## src/rtl/demux_1to4_stream.sv

```systemverilog
// Registered 1-to-4 stream distributor with per-slot depth-1 buffers.
// A word is steered by Select, or broadcast, into independent valid/ready slots.
module demux_1to4_stream_slot #(
  parameter int W = 32
) (
  input  logic         clk,
  input  logic         rst_n,
  input  logic         wr,
  input  logic [W-1:0] din,
  input  logic         rdy,
  output logic [W-1:0] data,
  output logic         valid,
  output logic         free,
  output logic         nxt_valid
);

  // Draining and refilling in the same cycle keeps the slot full.
  always_comb begin
    free      = !valid || rdy;
    nxt_valid = wr || (valid && !rdy);
  end

  always_ff @(posedge clk) begin
    if (!rst_n) begin
      valid <= 1'b0;
      data  <= '0;
    end else begin
      valid <= nxt_valid;
      if (wr) data <= din;
    end
  end

endmodule

module demux_1to4_stream #(
  parameter int WidthOfInputs   = 32,
  parameter int NumberOfOutputs = 4
) (
  input  logic                     Clock,
  input  logic                     Reset_n,
  input  logic [WidthOfInputs-1:0] In,
  input  logic                     In_Valid,
  output logic                     In_Ready,
  input  logic [1:0]               Select,
  input  logic                     Broadcast,
  output logic [WidthOfInputs-1:0] Out_0,
  output logic [WidthOfInputs-1:0] Out_1,
  output logic [WidthOfInputs-1:0] Out_2,
  output logic [WidthOfInputs-1:0] Out_3,
  output logic                     Out_Valid_0,
  output logic                     Out_Valid_1,
  output logic                     Out_Valid_2,
  output logic                     Out_Valid_3,
  input  logic                     Out_Ready_0,
  input  logic                     Out_Ready_1,
  input  logic                     Out_Ready_2,
  input  logic                     Out_Ready_3,
  output logic                     Busy
);

  localparam int W = WidthOfInputs;

  if (NumberOfOutputs != 4) begin : g_bad_n
    $error("demux_1to4_stream: NumberOfOutputs must be 4");
  end

  logic [3:0]   rdy;
  logic [3:0]   free;
  logic [3:0]   vld;
  logic [3:0]   nxt_vld;
  logic [3:0]   wr;
  logic [W-1:0] data [4];
  logic         accept;
  logic         busy_q;

  assign rdy = {Out_Ready_3, Out_Ready_2,
                Out_Ready_1, Out_Ready_0};

  // Never depends on In_Valid.
  always_comb begin
    In_Ready = 1'b0;
    unique case (1'b1)
      Broadcast:  In_Ready = &free;
      !Broadcast: In_Ready = free[Select];
    endcase
  end

  assign accept = In_Valid && In_Ready;

  for (genvar k = 0; k < 4; k++) begin : g_slot
    assign wr[k] = accept &&
                   (Broadcast || (Select == 2'(k)));

    demux_1to4_stream_slot #(.W(W)) u_slot (
      .clk      (Clock),
      .rst_n    (Reset_n),
      .wr       (wr[k]),
      .din      (In),
      .rdy      (rdy[k]),
      .data     (data[k]),
      .valid    (vld[k]),
      .free     (free[k]),
      .nxt_valid(nxt_vld[k])
    );
  end

  always_ff @(posedge Clock) begin
    if (!Reset_n) busy_q <= 1'b0;
    else          busy_q <= |nxt_vld;
  end

  assign Busy        = busy_q;
  assign Out_0       = data[0];
  assign Out_1       = data[1];
  assign Out_2       = data[2];
  assign Out_3       = data[3];
  assign Out_Valid_0 = vld[0];
  assign Out_Valid_1 = vld[1];
  assign Out_Valid_2 = vld[2];
  assign Out_Valid_3 = vld[3];

endmodule

```

## config.mk

```make
export PLATFORM = sky130hd
export DESIGN_NAME = demux_1to4_stream
export DESIGN_NICKNAME = d
export VERILOG_FILES = /design/src/rtl/demux_1to4_stream.sv
export SDC_FILE = /design/constraint.sdc
export NUM_CORES = 1
export LEC_CHECK = 0
export ABC_CLOCK_PERIOD_IN_PS = 2000
export CAP_MARGIN = 15
export CELL_PAD_IN_SITES_DETAIL_PLACEMENT = 1
export CELL_PAD_IN_SITES_GLOBAL_PLACEMENT = 2
export CORE_ASPECT_RATIO = 0.75
export CORE_UTILIZATION = 27
export DETAILED_ROUTE_END_ITERATION = 16
export PLACE_DENSITY_LB_ADDON = 0.08
export SYNTH_ARGS = -nofsm -noshare
export SYNTH_HDL_FRONTEND = slang
export SYNTH_SLANG_ARGS = --single-unit
```

## constraint.sdc

```tcl
create_clock -name Clock -period 2 [get_ports Clock]
set_clock_uncertainty 0.15 [all_clocks]
set_input_delay 0.4 -clock Clock [delete_from_list [all_inputs] [get_ports Clock]]
set_output_delay 0.4 -clock Clock [all_outputs]
set_load 0.03 [all_outputs]
```

======== After elaboration in Yosys (flattened, before gate mapping) ========
Index checks and enable logic that the tools add are counted.
word-level totals
  bits in registers ....................... 133
  bits of input ports ..................... 42
  output and inout port bits .............. 134
  logic and storage cells ................. 49
cells by class
  $lt $le $gt $ge ......................... 1
  equal/unequal tests ..................... 3
  muxes and demuxes ....................... 3
  reduce and logical (&&, ||, !) cells .... 33
operators by type and width
  kind                                                         number
  logical OR 1 bit                                             12
  logical AND 1 bit                                            9
  zero test 1 bit                                              9
  equality test 2 bit (second input constant)                  2
  AND reduction 4 bit                                          1
  OR reduction 4 bit                                           1
  less-than comparator 2 x 3 -> 1 bit (second input constant)  1
  binary-select mux 1 bit (select 2 bit)                       1
  equality test 2 x 1 -> 1 bit (second input constant)         1
  zero test 2 bit                                              1
  one-hot mux 1 bit (2 select lines)                           1
  2-to-1 mux 1 bit                                             1

======== Logic depth before layout (Yosys ltp) ========
  word-level depth ........................ 9
  gate-level depth with buffers ........... 7
  depth with buffers taken out ............ 5

======== Hierarchy ========
A second synthesis with hierarchy kept.
unflattened totals
  cell total of the unflattened synthesis .. 450
  area total of the unflattened synthesis .. 5291.3 um2
by module, submodules not included
  module                  times used  cells an instance  area an instance (um2)  seq. area each (um2)
  demux_1to4_stream_slot  4           108                1285.0                  660.6
  demux_1to4_stream       1           18                 151.4                   20.0

======== Worst setup path before layout ========
Ideal clock, no wire load.
  kind .................................... flip-flop to output port
  start point ............................. register g_slot[1].u_slot.valid
  end point ............................... output port In_Ready
  arrival time ............................ 1.417 ns
  required time ........................... 1.450 ns
  setup slack ............................. 0.033 ns
  stages on the path, launching flop included .. 5
  buffers on the path ..................... 0
  path through ............................ dfxtp_1 nand2b_4 a21o_1 a221o_2 o221a_2
on the way
  longest elaborated chain between the ends .. 5
  elaborated cells on any way between the ends .. 6
  classes of those cells .................. 3 x mux; 3 x reduce/logical
ends and longest elaborated chain
  item                                    RTL line  RTL
  from (decl)                             12        output logic valid,
  from (signal assigned)                  28        valid <= nxt_valid;
  zero test 1 bit *                       19        free = !valid || rdy;
  logical OR 1 bit *                      19
  binary-select mux 1 bit (select 2 bit)  84        !Broadcast: In_Ready = free[Select];
  2-to-1 mux 1 bit (implied by the code)  84
  one-hot mux 1 bit (2 select lines) *    82        unique case (1'b1)
  to (decl)                               43        output logic In_Ready,
Every way passes the cells marked *; elsewhere a longest branch is shown, timed or not. The select of a mux whose other input is x is not followed.

======== Worst setup path in the final report ========
Ends and elaborated chain as after synthesis.

==> impl_metrics.yaml <==
status:
  status: "complete, but fails checks"
  violations: "setup timing"
layout:
  multi_input_area_um2: 2070
  finish.utilization_pct: 44.6
  register_area_um2: 2670
  diodes: 0
  syn_to_final_growth_pct: 59.3
  fin_area_um2: 7970
  nets: 724
  drive_above_1_share_pct: 12.7
  fill_cells: 1964
cts:
  cts_buffer_depth: 2
  cts_tree: "done"
  worst_skew_pair.late_latency_ns: 0.41
  numCtsBuffers: 17
  clk_pin_slew_ns: 0.06
  cts_root_buffer: "clkbuf_16"
  cts.sinks: 133
  cts-htree-levels: 4
routing:
  viasPerCell: 4.45
  wl_per_cell_um: 17.0
  drcViolationCount: 0
  drt-total-wl_mm: 15.9
  first_iter_violations: 157
  postRouteAntennaNets: 0
  drt_pass1_iterations: 4
  via_count: 4165
die:
  start_util_pct: 28.0
  rows: 42
  ios: 176
  dieArea_um2: 19100
  core_um2: 17900
  die_w_um: 159
  die_y_um: 120
yosys:
  ys_seq_area_share_pct: 53.2
  synth.avg_cell_area_um2: 10.3
  synth_area_leader_cell: "dfxtp_1"
  yosys.area_share.simple_pct: 15.3
  synth_top_family_by_area: "multiplexers"
  synthMuxAreaShare_pct: 19.2
  yosys_warnings: 0
  synth.distinct_cells: 32
  synthCells: 487
  synth-edff-count: 0
  synthArstFlopShare_pct: 0
  yosys.area_share.xor_xnor_pct: 0
  synth_seq_cells: 133
  ys.flop_type: "dfxtp_1"
  synth_compound_area_share_pct: 5.42
  syn_nets: 529
  synth_top_area_share_pct: 53.2
  syn-cell-area_um2: 5010
  synth_area_leaders: "dfxtp_1 53%, mux2i_1 19%, nand2_1 9.7%, nand3_1 3.2%, o21ai_0 2.5%"
  synth_fa_ha_area_share_pct: 0
flow_run:
  cap_viol_max_count: 0
sta:
  worstMarginPinSlew_ns: 0.417
  fin_crit_ns: 2.18
  slew_headroom_pct: 72.2
  setup_viol: 1
  slew_viol_final: 0
  max_freq_ghz: 0.459
  hold_viol_final: 0
  grt_setup_unrepaired: "true"
  setup_ws_ns: -0.180
  fin_crit_sh_pct: 109
place:
  pre_cts_ws_ns: -0.793
  io_buffers: 175
  postPlaceCellArea_um2: 7080
  gp_congestion: 0.805
  dpl.hpwl_mm: 10.5
global_routing:
  grt_usage_pct: 16.1
  grt_pass1_vias: 4362
  grt_pass1_wl_mm: 23.7
  use_met2_pct: 26.8
  grt_util_met1_pct: 19.0
  grt_max_degree: 101
  grt-ovfl-total: 0
  antenna_found_initial: 0
  top_usage_layer: "met2"
  use_met3_pct: 6.26
setup_path:
  regToRegSetupSlack_ns: 0.12
  end_kind: "output port"
  critical_path.max_fanout: 2
  r2r-start: "g_slot[1].u_slot.valid$_SDFF_PN0_"
  start_kind: "flop"
  r2r_end: "g_slot[3].u_slot.data[7]$_SDFFE_PN0P_"
  r2r_cells: 7
  arrival_ns: 1.63
  critPathRequiredTime_ns: 1.45
  worstSetupPathType: "reg2out"
power:
  ir_worst_vdd_uv: 440
  p_per_area_nw_per_um2: 951
  leakagePower_nw: 4.69
worst_hold_path:
  hold_depth: 2
  min_from: "g_slot[0].u_slot.data[0]$_SDFFE_PN0P_"
  holdPathEnd: "g_slot[0].u_slot.data[0]$_SDFFE_PN0P_"
  hp-class: "reg2reg"
## synthesized netlist by cell type (4+ instances only)
cell / instances
a21boi_0: 4
dlygate4sd1_1: 8
clkbuf_1: 6
a21oi_1: 4
buf_12: 6
o21ai_1: 7
mux2i_1: 96
buf_6: 8
o21ai_0: 25
nand3_1: 32
dfxtp_1: 133
nand2_1: 130
## worst max-delay path by stage
stage | startpoint | end | slack [ns] | cells past startpoint
2_1_floorplan | g_slot[1].u_slot.valid$_SDFF_PN0_ | In_Ready | 0.03 | 4
3_3_place_gp | Out_Ready_1 | In_Ready | -0.79 | 6
3_5_place_dp | Out_Ready_1 | In_Ready | -0.79 | 6
4_1_cts | g_slot[1].u_slot.valid$_SDFF_PN0_ | In_Ready | -0.16 | 5
5_1_grt | g_slot[1].u_slot.valid$_SDFF_PN0_ | In_Ready | -0.25 | 5
6_report | g_slot[1].u_slot.valid$_SDFF_PN0_ | In_Ready | -0.18 | 5
## area by class of cell
type	instances	area share [%]
sequential	133	33.4
timing repair buffer	211	29.0
multi-input combinational	318	26.0
clock buffer	18	5.38
tap	242	3.80
clock inverter	13	2.29
inverter	1	0.0471
## logic make-up (layout without fill, tap and decap cells)
group,after synthesis,count (layout)
DFF,133,133
AOI/OAI and AO/OA,46,46
muxes,96,96
and+or+nand+nor,176,176
buffers and inverters,36,243
## repair_timing
item | CTS | global route
setup buffers | 2 | 0
pin swaps | 3 | 1
gates cloned | 0 | 5
hold buffers | 0 | 0
endpoints found under the setup margin | 189 | 191
gates resized for setup | 87 | 68
## cells in the final DEF, fill, tap and decap left out, types with 2 or more instances in the layout
cell type,count
dfxtp_1,130
nand2_1,129
mux2i_1,96
dlygate4sd2_1,71
dlymetal6s2s_1,61
clkdlybuf4s50_1,41
nand3_1,32
o21ai_0,25
clkbuf_16,22
buf_4,20
buf_12,11
o21ai_1,7
nand2b_4,4
a21boi_0,4
clkinvlp_4,4
bufinv_16,4
clkinv_2,3
dfxtp_2,3
nor2_1,2
a21oi_2,2
nand2_8,2
a21oi_1,2
buf_6,2
## critical path: stages, from the launching register on
cell and delay [ns]:
dfxtp_2 0.35, nand2b_4 0.07, a21o_1 0.17, a221o_2 0.38, o221a_4 0.12, buf_6 0.13
## sequential cells by signal, summed over array words and instances, names as in the netlist
register / cells
g_slot.u_slot.data: 128
Busy: 1
g_slot.u_slot.valid: 4
## per-stage QoR
step	std cells	setup TNS [ns]	hold slack, ns	total power [mW]
floorplan	487	0	0.433	3.78
global placement	899	-54.04	0.294	4.37
detailed placement	899	-62.08	0.305	4.40
CTS	932	-0.160	0.311	7.65
global route	936	-0.247	0.330	7.91
finish	936	-0.180	0.306	7.58
## power by group
group | internal (mW) | total [mW] | switching [mW] | leakage [nW]
clock network | 2.08 | 3.26 | 1.18 | 0.288
registers | 2.83 | 2.92 | 0.0899 | 1.09
logic | 0.589 | 1.41 | 0.816 | 3.31
total | 5.50 | 7.58 | 2.09 | 4.69
## per-layer routing
metal	routed length, µm	part of all wire, %
met5	0	0
met3	1030	6.5
met2	7540	47
met4	218	1.4
met1	7140	45
No activity file was read; power rests on OpenSTA's default activity.
